[config.mk]
export PLATFORM = sky130hd
export DESIGN_NAME = sgb_packet_rx
export DESIGN_NICKNAME = d
export VERILOG_FILES = /design/src/rtl/sgb_pkg.sv /design/src/rtl/sgb_pulse_decode.sv /design/src/rtl/sgb_packet_rx.sv
export SDC_FILE = /design/constraint.sdc
export NUM_CORES = 1
export LEC_CHECK = 0
export ABC_AREA = 1
export CAP_MARGIN = 20
export CORE_ASPECT_RATIO = 1.2
export CORE_MARGIN = 2
export CORE_UTILIZATION = 35
export CTS_CLUSTER_SIZE = 10
export DETAILED_ROUTE_END_ITERATION = 16
export PLACE_DENSITY = 0.62
export SYNTH_ARGS = -nofsm -noshare
export SYNTH_HDL_FRONTEND = slang
export SYNTH_SLANG_ARGS = --single-unit
[constraint.sdc]
create_clock -name clk -period 1.58 [get_ports clk]
set_clock_uncertainty 0.2 [all_clocks]
set_input_delay 0.316 -clock clk [delete_from_list [all_inputs] [get_ports clk]]
set_output_delay 0.316 -clock clk [all_outputs]
set_load 0.01 [all_outputs]
[src/rtl/sgb_pkg.sv]
`default_nettype none
// ============================================================================
//  Module   : sgb_pkg
//  Purpose  : Shared types and constants for the Super Game Boy packet
//             receiver (receiver states, joypad pulse codes, level decoder).
//  Revision : 1.0  initial release
// ============================================================================
package sgb_pkg;

    // Receiver FSM states
    typedef enum logic [1:0] {
        IDLE = 2'd0,
        BITS = 2'd1,
        STOP = 2'd2
    } state_t;

    // Pulse codes produced by the joypad line decoder
    typedef enum logic [1:0] {
        P_NONE  = 2'd0,
        P_RESET = 2'd1,
        P_ZERO  = 2'd2,
        P_ONE   = 2'd3
    } pulse_t;

    localparam int PKT_BITS    = 128;
    localparam int CMD_LEN_MAX = 7;

    // Map a non-idle P15/P14 level to the pulse it represents.
    // Both lines low is a reset, P14 low alone is a 0, P15 low alone is a 1.
    function automatic pulse_t classify_level(input logic [1:0] lvl);
        pulse_t code;
        case (lvl)
            2'b00:   code = P_RESET;
            2'b10:   code = P_ZERO;
            2'b01:   code = P_ONE;
            default: code = P_NONE;
        endcase
        return code;
    endfunction

endpackage : sgb_pkg
`default_nettype wire

[src/rtl/sgb_pulse_decode.sv]
`default_nettype none
// ============================================================================
//  Module   : sgb_pulse_decode
//  Purpose  : Classifies bit-banged SGB pulses on the joypad select lines.
//             A pulse is reported once, on the first non-idle (non-11)
//             sample that directly follows an idle 11 sample; holding a
//             level produces no further pulses.
//  Revision : 1.0  initial release
// ============================================================================
module sgb_pulse_decode
    import sgb_pkg::*;
(
    input  logic       clk,
    input  logic       reset_n,
    input  logic       clk_en,
    input  logic [1:0] joy_p54,
    output pulse_t     pulse
);

    // High when the previous clk_en sample saw both lines released (11)
    logic armed;

    // Remember whether the last sample was idle so the next low level fires
    always_ff @(posedge clk or negedge reset_n) begin
        if (!reset_n) begin
            armed <= 1'b0;
        end else if (clk_en) begin
            armed <= (joy_p54 == 2'b11);
        end
    end

    // Pulse is combinational so the FSM can act on the same clk_en sample
    assign pulse = (clk_en && armed) ? classify_level(joy_p54) : P_NONE;

endmodule : sgb_pulse_decode
`default_nettype wire

[src/rtl/sgb_packet_rx.sv]
`default_nettype none
// ============================================================================
//  Module   : sgb_packet_rx
//  Purpose  : Super Game Boy command packet receiver. Decodes reset pulses,
//             128 data bits and a stop bit from joy_p54, delivers complete
//             16-byte packets tagged with command and multi-packet position.
//  Options  : SGB_PKT_TIMEOUT_EN - when defined, a partial packet is aborted
//             with pkt_err after TIMEOUT_CYC clk_en ticks without a pulse.
//  Revision : 1.0  initial release
// ============================================================================
module sgb_packet_rx
    import sgb_pkg::*;
#(
    parameter logic [15:0] TIMEOUT_CYC = 16'd65535
) (
    input  logic                clk,
    input  logic                reset_n,
    input  logic                clk_en,
    input  logic                enable,
    input  logic [1:0]          joy_p54,
    output logic                pkt_valid,
    output logic [PKT_BITS-1:0] pkt_data,
    output logic [4:0]          pkt_cmd,
    output logic [2:0]          pkt_idx,
    output logic                pkt_last,
    output logic                pkt_err
);

    pulse_t              pulse;
    state_t              state;
    logic [6:0]          bit_cnt;
    logic [PKT_BITS-1:0] shift_reg;
    logic [2:0]          seq_len;
    logic [2:0]          seq_rem;
    logic [2:0]          len_raw;
    logic [2:0]          first_len;
    logic [2:0]          next_idx;
    logic                timeout_hit;

    sgb_pulse_decode u_pulse_decode (
        .clk     (clk),
        .reset_n (reset_n),
        .clk_en  (clk_en),
        .joy_p54 (joy_p54),
        .pulse   (pulse)
    );

    // Length field of a first packet; a zero length still means one packet
    assign len_raw   = shift_reg[2:0];
    assign first_len = (len_raw == 3'd0)              ? 3'd1 :
                       (len_raw > 3'(CMD_LEN_MAX))    ? 3'(CMD_LEN_MAX) :
                                                        len_raw;
    assign next_idx  = pkt_idx + 3'd1;

`ifdef SGB_PKT_TIMEOUT_EN
    logic [15:0] idle_ticks;

    // Count clk_en ticks since the last consumed pulse while a packet is open
    always_ff @(posedge clk or negedge reset_n) begin
        if (!reset_n) begin
            idle_ticks <= 16'd0;
        end else if (!enable || state == IDLE || pulse != P_NONE) begin
            idle_ticks <= 16'd0;
        end else if (clk_en) begin
            idle_ticks <= idle_ticks + 16'd1;
        end
    end

    // Fires on the TIMEOUT_CYC-th pulse-free tick after the last pulse
    assign timeout_hit = clk_en && enable && (state != IDLE) &&
                         (pulse == P_NONE) &&
                         (idle_ticks == TIMEOUT_CYC - 16'd1);
`else
    logic unused_timeout_cfg;

    // Without the watchdog a partial packet waits indefinitely
    assign timeout_hit        = 1'b0;
    assign unused_timeout_cfg = ^TIMEOUT_CYC;
`endif

    // Receiver FSM, shift register and multi-packet sequence tracker
    always_ff @(posedge clk or negedge reset_n) begin
        if (!reset_n) begin
            state     <= IDLE;
            bit_cnt   <= 7'd0;
            shift_reg <= '0;
            seq_len   <= 3'd0;
            seq_rem   <= 3'd0;
            pkt_valid <= 1'b0;
            pkt_err   <= 1'b0;
            pkt_data  <= '0;
            pkt_cmd   <= 5'd0;
            pkt_idx   <= 3'd0;
            pkt_last  <= 1'b0;
        end else begin
            pkt_valid <= 1'b0;
            pkt_err   <= 1'b0;

            if (!enable) begin
                // Receiver disabled: drop partial packet and any open sequence
                state   <= IDLE;
                bit_cnt <= 7'd0;
                seq_len <= 3'd0;
                seq_rem <= 3'd0;
            end else if (timeout_hit) begin
                state   <= IDLE;
                bit_cnt <= 7'd0;
                seq_len <= 3'd0;
                seq_rem <= 3'd0;
                pkt_err <= 1'b1;
            end else begin
                case (state)
                    IDLE: begin
                        // Data pulses are noise until a reset pulse opens a packet
                        if (pulse == P_RESET) begin
                            state   <= BITS;
                            bit_cnt <= 7'd0;
                        end
                    end

                    BITS: begin
                        if (pulse == P_RESET) begin
                            bit_cnt <= 7'd0;
                        end else if (pulse == P_ZERO || pulse == P_ONE) begin
                            shift_reg[bit_cnt] <= (pulse == P_ONE);
                            bit_cnt            <= bit_cnt + 7'd1;
                            if (bit_cnt == 7'(PKT_BITS - 1)) begin
                                state <= STOP;
                            end
                        end
                    end

                    STOP: begin
                        case (pulse)
                            P_RESET: begin
                                state   <= BITS;
                                bit_cnt <= 7'd0;
                            end
                            P_ZERO: begin
                                state     <= IDLE;
                                pkt_valid <= 1'b1;
                                pkt_data  <= shift_reg;
                                if (seq_rem == 3'd0) begin
                                    // First packet of a sequence carries cmd/len
                                    pkt_cmd  <= shift_reg[7:3];
                                    pkt_idx  <= 3'd0;
                                    seq_len  <= first_len;
                                    pkt_last <= (first_len == 3'd1);
                                    seq_rem  <= first_len - 3'd1;
                                end else begin
                                    pkt_idx  <= next_idx;
                                    pkt_last <= ((next_idx + 3'd1) == seq_len);
                                    seq_rem  <= seq_rem - 3'd1;
                                end
                            end
                            P_ONE: begin
                                // Bad stop bit: discard and forget the sequence
                                state   <= IDLE;
                                pkt_err <= 1'b1;
                                seq_len <= 3'd0;
                                seq_rem <= 3'd0;
                            end
                            default: ;
                        endcase
                    end

                    default: begin
                        state <= IDLE;
                    end
                endcase
            end
        end
    end

endmodule : sgb_packet_rx
`default_nettype wire

==> flow_summary.json <==
{
  "outcome": "complete, but fails checks",
  "failed_checks": "setup timing",
  "peakVddDrop_mv": 0.511,
  "timing.hold.ws_ps": 66.3,
  "totalWireLength_mm": 38.4,
  "synth_area_mm2": 0.0118,
  "grt_max_degree": 69,
  "finalCriticalPeriod_ps": 1820,
  "drt-pass1-iter-count": 5,
  "dp_slack_ps": -1030,
  "cts_buffer_depth": 3,
  "hold_viol_final": 0,
  "start_util": 0.355,
  "h-tree-depth": 2,
  "path_clk_slew_ps": 60,
  "cts_tree": "yes",
  "die_w_um": 171,
  "leakagePower_nw": 8.70,
  "mostFrequentLayoutCell": "nand2_1",
  "hpwl_mm": 20.9,
  "cpPeakStageDelay_ps": 420,
  "worstPathCellList": "inv_2 > nand3_4 > nor2_4 > inv_4 > nor2_4 > buf_12 > nand2_1 > nor2_1 > a21oi_1",
  "finalSetupViolCount": 284,
  "yosysTopAreaCell": "dfrtp_1",
  "synthTopCellsByArea": "dfrtp_1, nand2_1, nand3_1",
  "root_buffer": "clkbuf_16",
  "cp_top_family": "simple AND/OR/NAND/NOR gates",
  "ant_nets": 0,
  "final_cell_count_no_fill": 2101,
  "place_inst": 1956,
  "drt_iter0_markers": 677,
  "rsz0062_at_grt": "yes",
  "design.core.area_mm2": 0.0332,
  "ys_warn_count": 0,
  "path_buf_inv": 3,
  "min_period_over_period": 1.15,
  "drc": 0,
  "cts.sink_count": 283,
  "fmax_mhz": 548,
  "crit_start": "state[1]$_DFFE_PN0P_",
  "crit_slowest_cell": "dfrtp_1",
  "io_pins": 145,
  "syn_to_final_growth_pct": 50.2,
  "synth_top_flop_cell": "dfrtp_1",
  "wl_per_cell_um": 18.3,
  "rows": 73,
  "clk-insertion-delay-late_ps": 500,
  "die-area_mm2": 0.0351,
  "maxCapViolCount": 0,
  "synthArstFlopShare": 1.00,
  "synth_seq_cells": 283,
  "slew_viol_final": 0,
  "regToRegStartpoint": "state[1]$_DFFE_PN0P_",
  "ys_seq_area_frac": 0.601,
  "layout.nets": 1662,
  "hold_class": "in2async",
  "grt_usage": 0.187,
  "grt_antenna_before_repair": 0,
  "syn-num-nets": 1344,
  "synth_top_area_share": 0.601,
  "grt_pass1_wl_mm": 51.9,
  "portBuffers": 144,
  "die_h_um": 205,
  "grt_pass1_vias": 9579,
  "powerDensity_mw_per_mm2": 827,
  "syn_avg_cell_area_um2": 8.87,
  "cp-start-kind": "flip-flop",
  "layout-drive-gt1-share": 0.415,
  "synth_edf_count": 0,
  "n_antenna_cell": 0,
  "crit_required_ps": 1760,
  "gp_congestion": 0.867,
  "worstPathArrival_ps": 2000,
  "end_kind": "flip-flop",
  "grt_overflow": 0,
  "synthCells": 1328,
  "worst-setup-path-type": "reg2reg",
  "worst_pin_slew_ps": 403,
  "worst_slack_ps": -245,
  "critPathMostFrequentCell": "nor2_4",
  "cts_buffers": 34,
  "layout_common_cells": "nand2_1, dfrtp_1, nand2_2",
  "viasPerCell": 4.92,
  "yosysUniqueCellTypes": 28,
  "slew_headroom": 0.731,
  "vias": 10300,
  "path_max_fanout": 8
}
layout make-up:
type                            count  area (um^2)
Tap cell                          450          563
Multi-Input combinational cell    916         5410
Inverter                           67          300
Timing Repair Buffer              343         3380
Sequential cell                   283         7090
Clock buffer                       40          915
Timing Repair inverter              1         16.3
Clock inverter                      1         8.76
Fill cell                        2865        15500
per-stage QoR:
stage / TNS (ps) / instance area (um^2) / total power [mW] / utilization
floorplan: -25870 / 11800 / 7.55 / -
global placement: -248550 / 14400 / 7.87 / 0.436
detailed placement: -257270 / 14400 / 7.88 / 0.436
CTS: -21440 / 15300 / 14.7 / 0.463
global route: -55860 / 17700 / 15.1 / 0.533
finish: -36580 / 17700 / 14.6 / 0.533
final timing paths:
path | cells after the start | slack (ps) | to
worst max register to register | 9 | -240 | shift_reg[34]$_DFFE_PN0P_
max in group asynchronous | 3 | 460 | pkt_data[123]$_DFFE_PN0P_
worst min register to register | 2 | 270 | pkt_data[45]$_DFFE_PN0P_
worst max-delay path | 9 | -240 | shift_reg[34]$_DFFE_PN0P_
min in group clk | 3 | 210 | u_pulse_decode.armed$_DFFE_PN0P_
worst min-delay path | 2 | 70 | u_pulse_decode.armed$_DFFE_PN0P_
layer usage:
metal / track usage / wire length [um]
met4: 0.0554 / 1110
met5: 0 / 0
met2: 0.317 / 19800
met3: 0.0267 / 1720
met1: 0.249 / 15800
logic make-up after synthesis:
family          count (synthesis)  synth area share
simple gates                  704             0.246
buf+inv                       131            0.0532
mux                             1          0.000956
flops                         283             0.601
fa+ha+maj                      10            0.0106
xor+xnor                        7           0.00521
compound gates                192            0.0826
power breakdown:
| part | switching [mW] | internal, mW | total, mW |
|---|---|---|---|
| logic | 0.306 | 0.157 | 0.463 |
| registers | 0.0289 | 7.29 | 7.31 |
| clock network | 2.82 | 4.03 | 6.85 |
| total | 3.16 | 11.5 | 14.6 |
Yosys cell counts, types with 3 or more instances:
library cell    n
a21oi_1        30
buf_2          33
buf_4          15
buf_6           5
clkbuf_1       10
dfrtp_1       283
ha_1           10
inv_1          61
inv_2           6
nand2_1       512
nand2_2         3
nand3_1       120
nor2_1         56
nor2_4          6
o21ai_0        72
o21ai_1        84
o22ai_1         3
xnor2_1         3
xor2_1          4
timing repair:
item / 4_1_cts / 5_1_grt
setup buffers: 12 / 49
resized for setup: 392 / 580
gates cloned: 6 / 37
pin swaps: 1 / 105
setup endpoints to repair: 421 / 376
hold buffers: 1 / 0
endpoints found under the hold margin: 283 / 0
No activity file was read; power rests on OpenSTA's default activity.
